**src/rtl/fetch_stage.sv**
```systemverilog
// -----------------------------------------------------------------------------
// fetch_stage
//   Instruction fetch front end. Issues sequential word requests to the
//   instruction memory, buffers in-order responses in a small fetch queue
//   and presents the head entry to decode. A redirect from decode flushes
//   the queue, reloads the fetch PC and squashes responses still in flight.
//
// Parameters
//   RESET_PC  PC loaded on reset
//   FQ_DEPTH  fetch-queue entries and cap on outstanding requests (2 or 4)
//
// Optional feature macro
//   FETCH_BYPASS_EN  when defined, a live response arriving while the queue
//                    is empty is forwarded combinationally to decode and is
//                    queued only if decode does not take it.
//
// Ports
//   clk, reset          clock, synchronous active-high reset
//   imem_req/addr       request valid / word byte address (= fetch PC)
//   imem_gnt            request accepted this cycle
//   imem_rvalid/rdata   in-order response valid / instruction word
//   id_stalls_if        decode cannot accept this cycle
//   sel_br/br_target    redirect from decode and its target PC
//   ins/ins_is_nop      instruction to decode / bubble flag
//   next_pc             PC of presented instruction + 4
// -----------------------------------------------------------------------------
`ifndef DATA_WIDTH
`define DATA_WIDTH 32
`endif
`ifndef INS_WIDTH
`define INS_WIDTH 32
`endif

module fetch_stage #(
  parameter logic [`DATA_WIDTH-1:0] RESET_PC = 32'h0000_0000,
  parameter int                     FQ_DEPTH = 2
) (
  input  logic                   clk,
  input  logic                   reset,
  output logic                   imem_req,
  output logic [`DATA_WIDTH-1:0] imem_addr,
  input  logic                   imem_gnt,
  input  logic                   imem_rvalid,
  input  logic [`INS_WIDTH-1:0]  imem_rdata,
  input  logic                   id_stalls_if,
  input  logic                   sel_br,
  input  logic [`DATA_WIDTH-1:0] br_target,
  output logic [`INS_WIDTH-1:0]  ins,
  output logic                   ins_is_nop,
  output logic [`DATA_WIDTH-1:0] next_pc
);

  localparam int DW = `DATA_WIDTH;
  localparam int IW = `INS_WIDTH;
  localparam int PW = (FQ_DEPTH > 2) ? 2 : 1;  // queue pointer width
  localparam int CW = PW + 1;                  // occupancy / outstanding width
  localparam int SW = CW + 2;                  // squash counter, room for back-to-back redirects
  localparam logic [CW:0]   DEPTH_L = FQ_DEPTH[CW:0];
  localparam logic [DW-1:0] PC_STEP = DW'(4);

  // Registered state
  logic [DW-1:0] fetch_pc_q, fetch_pc_d;
  logic [DW-1:0] resp_pc_q, resp_pc_d;       // PC of the next live response
  logic [CW-1:0] outstanding_q, outstanding_d;
  logic [SW-1:0] squash_q, squash_d;
  logic [CW-1:0] count_q, count_d;
  logic [PW-1:0] head_q, head_d;
  logic [PW-1:0] tail_q, tail_d;
  logic [IW-1:0] ins_mem_q [FQ_DEPTH];
  logic [DW-1:0] npc_mem_q [FQ_DEPTH];

  // Combinational helpers
  logic          q_empty_s;
  logic          cap_ok_s;
  logic          grant_s;
  logic          rsp_live_s;
  logic          rsp_squash_s;
  logic          byp_s;
  logic          accept_s;
  logic          pop_s;
  logic          push_s;
  logic [CW:0]   inflight_sum_s;

  assign q_empty_s      = (count_q == {CW{1'b0}});
  assign inflight_sum_s = {1'b0, outstanding_q} + {1'b0, count_q};
  assign cap_ok_s       = (inflight_sum_s < DEPTH_L);

  assign imem_req  = ~reset & ~sel_br & cap_ok_s;
  assign imem_addr = fetch_pc_q;
  assign grant_s   = imem_req & imem_gnt;

  // A response is live only when no squashed responses are still ahead of it.
  assign rsp_live_s   = imem_rvalid & (squash_q == {SW{1'b0}});
  assign rsp_squash_s = imem_rvalid & (squash_q != {SW{1'b0}});

`ifdef FETCH_BYPASS_EN
  assign byp_s = rsp_live_s & q_empty_s;
`else
  assign byp_s = 1'b0;
`endif

  // Decode-facing outputs: head entry, optional bypass, or bubble.
  always_comb begin
    ins        = {IW{1'b0}};
    next_pc    = {DW{1'b0}};
    ins_is_nop = 1'b1;
    if (reset) begin
      ins        = {IW{1'b0}};
      next_pc    = {DW{1'b0}};
      ins_is_nop = 1'b1;
    end else if (!q_empty_s) begin
      ins        = ins_mem_q[head_q];
      next_pc    = npc_mem_q[head_q];
      ins_is_nop = 1'b0;
    end
`ifdef FETCH_BYPASS_EN
    else if (byp_s) begin
      ins        = imem_rdata;
      next_pc    = resp_pc_q + PC_STEP;
      ins_is_nop = 1'b0;
    end
`endif
    else begin
      ins        = {IW{1'b0}};
      next_pc    = {DW{1'b0}};
      ins_is_nop = 1'b1;
    end
  end

  assign accept_s = ~ins_is_nop & ~id_stalls_if;
  assign pop_s    = accept_s & ~q_empty_s;
  // A response arriving with a redirect is dropped; a bypassed one taken by
  // decode never needs a queue slot.
  assign push_s   = rsp_live_s & ~sel_br & ~(byp_s & accept_s);

  // Next-state for PCs, request accounting and squash counter.
  always_comb begin
    fetch_pc_d    = fetch_pc_q;
    resp_pc_d     = resp_pc_q;
    outstanding_d = outstanding_q;
    squash_d      = squash_q;
    if (sel_br) begin
      fetch_pc_d    = br_target;
      resp_pc_d     = br_target;
      outstanding_d = {CW{1'b0}};
      // Everything still in flight becomes squashed, minus a response that
      // lands this very cycle (it is already being thrown away).
      squash_d      = squash_q + SW'(outstanding_q) - SW'(imem_rvalid);
    end else begin
      if (grant_s) begin
        fetch_pc_d = fetch_pc_q + PC_STEP;
      end else begin
        fetch_pc_d = fetch_pc_q;
      end
      if (rsp_live_s) begin
        resp_pc_d = resp_pc_q + PC_STEP;
      end else begin
        resp_pc_d = resp_pc_q;
      end
      case ({grant_s, rsp_live_s})
        2'b10:   outstanding_d = outstanding_q + CW'(1);
        2'b01:   outstanding_d = outstanding_q - CW'(1);
        default: outstanding_d = outstanding_q;
      endcase
      if (rsp_squash_s) begin
        squash_d = squash_q - SW'(1);
      end else begin
        squash_d = squash_q;
      end
    end
  end

  // Next-state for queue pointers and occupancy.
  always_comb begin
    head_d  = head_q;
    tail_d  = tail_q;
    count_d = count_q;
    if (sel_br) begin
      head_d  = {PW{1'b0}};
      tail_d  = {PW{1'b0}};
      count_d = {CW{1'b0}};
    end else begin
      if (pop_s) begin
        head_d = head_q + PW'(1);
      end else begin
        head_d = head_q;
      end
      if (push_s) begin
        tail_d = tail_q + PW'(1);
      end else begin
        tail_d = tail_q;
      end
      case ({push_s, pop_s})
        2'b10:   count_d = count_q + CW'(1);
        2'b01:   count_d = count_q - CW'(1);
        default: count_d = count_q;
      endcase
    end
  end

  // Control state registers.
  always_ff @(posedge clk) begin
    if (reset) begin
      fetch_pc_q    <= RESET_PC;
      resp_pc_q     <= RESET_PC;
      outstanding_q <= {CW{1'b0}};
      squash_q      <= {SW{1'b0}};
      count_q       <= {CW{1'b0}};
      head_q        <= {PW{1'b0}};
      tail_q        <= {PW{1'b0}};
    end else begin
      fetch_pc_q    <= fetch_pc_d;
      resp_pc_q     <= resp_pc_d;
      outstanding_q <= outstanding_d;
      squash_q      <= squash_d;
      count_q       <= count_d;
      head_q        <= head_d;
      tail_q        <= tail_d;
    end
  end

  // Queue storage: each entry holds {instruction, pc + 4}.
  always_ff @(posedge clk) begin
    if (reset) begin
      for (int i = 0; i < FQ_DEPTH; i++) begin
        ins_mem_q[i] <= {IW{1'b0}};
        npc_mem_q[i] <= {DW{1'b0}};
      end
    end else if (push_s) begin
      ins_mem_q[tail_q] <= imem_rdata;
      npc_mem_q[tail_q] <= resp_pc_q + PC_STEP;
    end else begin
      ins_mem_q[tail_q] <= ins_mem_q[tail_q];
      npc_mem_q[tail_q] <= npc_mem_q[tail_q];
    end
  end

endmodule
```
**config.mk**
```make
export PLATFORM = sky130hd
export DESIGN_NAME = fetch_stage
export DESIGN_NICKNAME = d
export VERILOG_FILES = /design/src/rtl/fetch_stage.sv
export SDC_FILE = /design/constraint.sdc
export NUM_CORES = 1
export LEC_CHECK = 0
export ABC_AREA = 1
export CAP_MARGIN = 20
export CORE_MARGIN = 2
export CORE_UTILIZATION = 55
export DETAILED_ROUTE_END_ITERATION = 7
export GPL_ROUTABILITY_DRIVEN = 0
export PLACE_DENSITY = 0.81
export RECOVER_POWER = 100
export SLEW_MARGIN = 20
export SYNTH_ARGS = -nofsm -noshare
export SYNTH_HDL_FRONTEND = slang
export SYNTH_SLANG_ARGS = --single-unit
```
**constraint.sdc**
```tcl
create_clock -name clk -period 4.2 [get_ports clk]
set_input_delay 0.84 -clock clk [delete_from_list [all_inputs] [get_ports clk]]
set_output_delay 0.84 -clock clk [all_outputs]
set_load 0.01 [all_outputs]
```
==> metrics, run 1 <==
share of cells above drive strength 1=9.54%; Rows=51; vias in the first global route=9193; R2R setup slack=960 ps; worst min-delay path startpoint=head_q$_SDFFE_PP0P_; die span in y=145 µm; number of cells on the worst reg-to-reg path=7; GRT Util Overall=25.9%; crit path time final=3680 ps; Non-Filler Instances=1796; start of the worst register-to-register path=squash_q[0]$_SDFFE_PP0P_; Layout area overhead=23.9%; CTS Hold Buffers Added=0; post-layout instance area=13600 µm²; H-Tree Depth=1; ys async rst share=0%; nets@finish=1599; clk sinks=203; max-slew violations=0; critical setup path kind=in2out; Max rail drop VDD=229 µV; total overflow reported by the global router=0; fin crit share=87.6%; CTS clk-pin slew, worst paths=60 ps; Crit. End Element=output port; Die Width=145 µm; DRT Pass-1 Iters=5; Setup Viol. Count Final=0; placed insts=1756; Post-Syn Area=11000 µm²; hpwl dp=19100 µm; Hold WC Path Type=reg2reg; Core ar.=19500 µm²; CP Max Fanout=56; Num CTS Buffers=22; Hold Crit Depth=1; achievable clock frequency=272 MHz; Mapped Nets=1442; Place WS=764 ps; num ports=168; Yosys cell types=41; final WL=27500 µm; Leakage Power=0.00606 µW; setup ws final=522 ps; Required @ worst endpoint=3360 ps; Yosys reg bits=203; status=complete, no violations; Max Cap Viol=0; Antenna diodes=0; power density cells=366 nW/µm²; Die ar.=21100 µm²; CTS tree=built; syn avg cell area=8.06 µm²; number of remaining DRC errors=0; Arr. time, crit path=2840 ps; Synth Flop Type=edfxtp_1; Worst Tran Pin Value=1330 ps; EDFF count, synth=128; clock root cell=clkbuf_16; count of cells resized by post-cts repair=0; cells after synthesis=1358; # port buffers=167; crit start category=input port; vias per cell=5.26; Starting Density=56.1%; first-pass GRT wire length=45100 µm; Hold Fails Final Rpt=0; post-synthesis sequential area ratio=48.8%; Worst slew margin=11.4%; DR iter-0 viols=694; skew final=6.47 ps; setup tns final=0 ps; clk_lat worst skew=500 ps; initial antenna violation count=0; wire length per cell=15.3 µm; Clock Path Buffers=3; Post CTS Setup Buffer Count=0; Synth warnings=0; Placed Area=12900 µm²; Routed Antenna Nets=0; worst reg2reg endpoint=ins_mem_q[0][5]$_SDFFCE_PN0P_; unrepaired setup endpoints after global routing=false; Vias=9452; largest net degree at the start of global routing=66
stage by stage:
stage / util [%] / hold WS, ps / power (µW)
5_1_grt: 69.5 / 478 / 5160
6_report: 69.5 / 452 / 4970
3_5_place_dp: 66.0 / 447 / 3050
4_1_cts: 69.7 / 458 / 5010
2_1_floorplan: - / 425 / 2790
3_3_place_gp: 66.0 / 426 / 3020
critical path: stages:
cell and delay (ps):
clkbuf_1 110, clkbuf_2 720, nor2_4 310, inv_1 120
nor3_1 160, clkdlybuf4s50_1 560
kinds of logic (layout without fill, tap and decap cells):
group                    Yosys count  after routing  synth area share, %
buffers and inverters            285            458                 10.2
adder cells (fa/ha/maj)           14             14                 1.74
flip-flops                       203            203                 48.8
multiplexers                      64             64                 6.58
XOR/XNOR                          20             20                 1.81
AND/OR/NAND/NOR                  637            637                 24.3
AO/OA/AOI/OAI                    135            135                 6.59
per-layer routing:
metal	part of all wire, %	track usage (%)
met2	47	43.0
met1	42	34.7
met5	0	0
met4	3.2	9.26
met3	7.6	3.93
worst max path at each step:
stage	from	slack, ps	to
after floorplan	sel_br	750	ins_mem_q[1][0]$_SDFFCE_PN0P_
after global placement	sel_br	870	resp_pc_q[18]$_SDFFE_PP0N_
after detailed placement	imem_rvalid	760	ins_mem_q[0][5]$_SDFFCE_PN0P_
after CTS	count_q[0]$_SDFFE_PP0P_	890	next_pc[18]
after global routing	reset	380	imem_req
final	reset	520	imem_req
cell usage in the layout, fill, tap and decap left out, drive strengths merged:
cell,count
bufinv,3
clkinvlp,2
nor2,231
o31ai,3
o21bai,1
xor2,16
buf,8
fa,2
ha,12
or2,1
nand3,57
clkbuf,32
nor3,9
nand4,7
clkinv,12
inv,235
o21ai,46
nor3b,1
and2,2
dlygate4sd3,98
o221ai,1
a31oi,14
nand2,329
edfxtp,128
dfxtp,75
o22ai,8
a21oi,60
xnor2,4
a211oi,1
mux2,64
o21a,1
clkdlybuf4s50,68
registers in the layout, summed over array words and instances (netlist names), named ones only:
| register | count |
|---|---|
| head_q | 1 |
| ins_mem_q | 64 |
| imem_addr | 32 |
| outstanding_q | 2 |
| squash_q | 4 |
| tail_q | 1 |
| count_q | 2 |
| resp_pc_q | 32 |
| npc_mem_q | 64 |
layout make-up:
class	instances	area, µm²
fillers	1531	5960
flip-flops and latches	203	5350
multi-input cells	870	4490
repair buffers	180	1780
inverters	238	893
clock buffers	26	587
well taps	265	332
clock inverters	14	140
cell usage after synthesis, types with 8 or more instances:
cell type,n,area [µm²]
clkbuf_1,15,56.3
buf_2,30,150
o21ai_0,43,215
a31oi_1,14,87.6
dfxtp_1,75,1500
o22ai_1,8,50.1
inv_2,9,33.8
nor2_2,14,87.6
xor2_1,13,114
nand3_1,53,265
a21oi_1,60,300
inv_1,227,852
ha_1,12,150
nor2_1,211,792
edfxtp_1,128,3840
mux2_2,64,721
nand2_1,325,1220
report_power, final:
| part | internal, µW | total, µW | switching [µW] | leakage, µW |
|---|---|---|---|---|
| Combinational | 272 | 662 | 389 | 0.00377 |
| Sequential | 2260 | 2340 | 81.1 | 0.00195 |
| Clock | 1180 | 1960 | 786 | 0.000351 |
No activity file was read; power rests on OpenSTA's default activity.
==> inputs of run 2 (changes only) <==
--- a/config.mk
+++ b/config.mk
@@ -7,7 +7,6 @@
 export LEC_CHECK = 0
 export ABC_AREA = 1
 export CAP_MARGIN = 20
-export CORE_MARGIN = 2
 export CORE_UTILIZATION = 55
 export DETAILED_ROUTE_END_ITERATION = 7
 export GPL_ROUTABILITY_DRIVEN = 0
==> run 2 against run 1 <==
The run now ends with max-capacitance violations, max-slew violations left. Utilization down 0.54 points. Wire length decreased by 2.1%. Die area shrank 2.7%. Clock power down 11%. Clock skew up 12 ps. Sequential power about the same. Hold slack better by 9.0 ps. First-iteration DRC count fell by 1.2%. Non-clock buffer count rose by 1. Critical path type is now in2reg.
==> metrics, run 2 (synthesized netlist as in run 1, its figures left out) <==
nets@finish=1599; worst reg2reg endpoint=npc_mem_q[0][31]$_SDFFCE_PN0P_; Leakage Power=0.00598 µW; Clk pwr share=36.7%; clk_lat worst skew=500 ps; largest net degree at the start of global routing=66; R2R setup slack=1000 ps; max-slew violations=65; Layout area overhead=22.5%; Non-Filler Instances=1793; failing checks=max-capacitance violations, max-slew violations; Fin Hold WS=461 ps; setup tns final=0 ps; sequential power share=49.6%; Routed Antenna Nets=0; worst min-delay path startpoint=imem_addr[1]$_SDFFE_PP0P_; Hold Crit Depth=2; CP Max Fanout=40; start of the worst register-to-register path=squash_q[0]$_SDFFE_PP0P_; Crit. End Element=flop; DRT Pass-1 Iters=5; first-pass GRT wire length=43300 µm; fin crit share=86.7%; Psw=1210 µW; initial antenna violation count=0; highest-count cells in the layout ignoring fill and taps=nand2_1, inv_1, nor2_1; Sw Ratio=25.7%; unrepaired setup endpoints after global routing=false; Worst Tran Pin Value=1700 ps; Hold WC Path Type=reg2reg; crit start category=input port; Starting Density=56.3%; critical setup path kind=in2reg; Die Width=143 µm; vias per cell=5.21; Setup Viol. Count Final=0; crit path buf inv count=3; cell family with most CP delay=buffers and inverters; Core ar.=19500 µm²; Required @ worst endpoint=4300 ps; Antenna diodes=0; CTS tree=built; Die ar.=20500 µm²; Clock Path Buffers=3; FILL cells=1507; GRT Util Overall=26.9%; vias in the first global route=8923; Pint=3510 µW; # port buffers=167; clk sinks=203; die span in y=143 µm; Comb pwr share=13.7%; Post CTS Setup Buffer Count=0; total overflow reported by the global router=0; Worst Hold Path EP=imem_addr[1]$_SDFFE_PP0P_; number of remaining DRC errors=0; power density cells=352 nW/µm²; Top Registers=ins_mem_q (64), npc_mem_q (64); achievable clock frequency=275 MHz; Power, Total=4730 µW; Arr. time, crit path=3740 ps; skew final=18.3 ps; status=finished, violations left; placed insts=1757; Rows=51; number of cells on the worst reg-to-reg path=7; count of cells resized by post-cts repair=0; Largest stage delay, worst path=820 ps; wire length per cell=15.0 µm; CTS Hold Buffers Added=0; crit path time final=3640 ps; hpwl dp=18800 µm; Num CTS Buffers=21; clock root cell=clkbuf_16; num ports=168; CTS clk-pin slew, worst paths=60 ps; Critical-path top delay cell=clkbuf_2; share of cells above drive strength 1=8.70%; Hold Fails Final Rpt=0; Worst slew margin=-13.5%; Max Cap Viol=1; commonest non-fill, non-tap cell in the layout=nand2_1; Vias=9336; H-Tree Depth=1; DR iter-0 viols=686; crit-path cells=dlygate4sd3_1 -> buf_4 -> nor2_1 -> nand2_1 -> nand2_2 -> clkbuf_2; Max rail drop VDD=216 µV; final WL=27000 µm
## run 2: cell types whose count changed in the layout (fill, tap and decap cells not counted), moves of 3 or more
cell,change
mux2_1,+9
dlygate4sd3_1,-8
clkbuf_1,+3
buf_4,+3
mux2_2,-9
clkinv_1,-4
clkdlybuf4s50_1,+8
## run 2: cell type report
class | instances | area [µm²] | area share, %
Clock inverter | 8 | 65.1 | 0.485
Sequential cell | 203 | 5350 | 39.9
Timing Repair Buffer | 181 | 1760 | 13.1
Clock buffer | 28 | 552 | 4.11
Inverter | 238 | 893 | 6.66
Multi-Input combinational cell | 870 | 4470 | 33.3
Tap cell | 265 | 332 | 2.47
## run 2: layer usage
| layer | part of all wire [%] | track usage, % | wire length, µm | vias to the layer above |
|---|---|---|---|---|
| li1 | - | - | - | 4605 |
| met2 | 47 | 44.8 | 12600 | 452 |
| met4 | 3.1 | 9.79 | 828 | 0 |
| met3 | 8.9 | 3.32 | 2400 | 67 |
| met1 | 41 | 35.9 | 11100 | 4212 |
| met5 | 0 | 0 | 0 | - |
## run 2: how the worst max path moves through the flow
| stage | to | cells past startpoint | slack, ps | start |
|---|---|---|---|---|
| global route | npc_mem_q[0][31]$_SDFFCE_PN0P_ | 6 | 440 | sel_br |
| CTS | next_pc[11] | 5 | 810 | flop |
| detailed placement | imem_req | 6 | 820 | sel_br |
| finish | npc_mem_q[0][31]$_SDFFCE_PN0P_ | 6 | 560 | sel_br |
| global placement | imem_req | 6 | 820 | sel_br |
| floorplan | ins_mem_q[1][0]$_SDFFCE_PN0P_ | 7 | 750 | sel_br |
## run 2: metrics by stage
stage                     setup slack (ps)  utilization (%)  instance area [µm²]
after global placement                 819             66.1                12900
after floorplan                        754                -                11000
after global routing                   438             68.9                13400
after detailed placement               818             66.1                12900
after CTS                              808             69.3                13500
final                                  560             68.9                13400
## run 2: worst min-delay path: cells and delay by family (launching register included)
kind               cells  cell delay, ps
DFF                    1             320
AOI/OAI and AO/OA      1              60
and+or+nand+nor        1              50
## run 2: power by group through the flow
stage	sequential (µW)	combinational (µW)	clock [µW]
CTS	2340	667	1750
floorplan	2370	414	0
finish	2340	647	1740
global route	2360	723	1830
detailed placement	2380	659	0
global placement	2380	642	0
==> inputs of run 3 (changes only) <==
--- a/config.mk
+++ b/config.mk
@@ -12,7 +12,6 @@
 export GPL_ROUTABILITY_DRIVEN = 0
 export PLACE_DENSITY = 0.81
 export RECOVER_POWER = 100
-export SLEW_MARGIN = 20
 export SYNTH_ARGS = -nofsm -noshare
 export SYNTH_HDL_FRONTEND = slang
 export SYNTH_SLANG_ARGS = --single-unit
==> results of run 3 <==
Same layout as run 2: the final DEF is identical, and so are final timing and power.
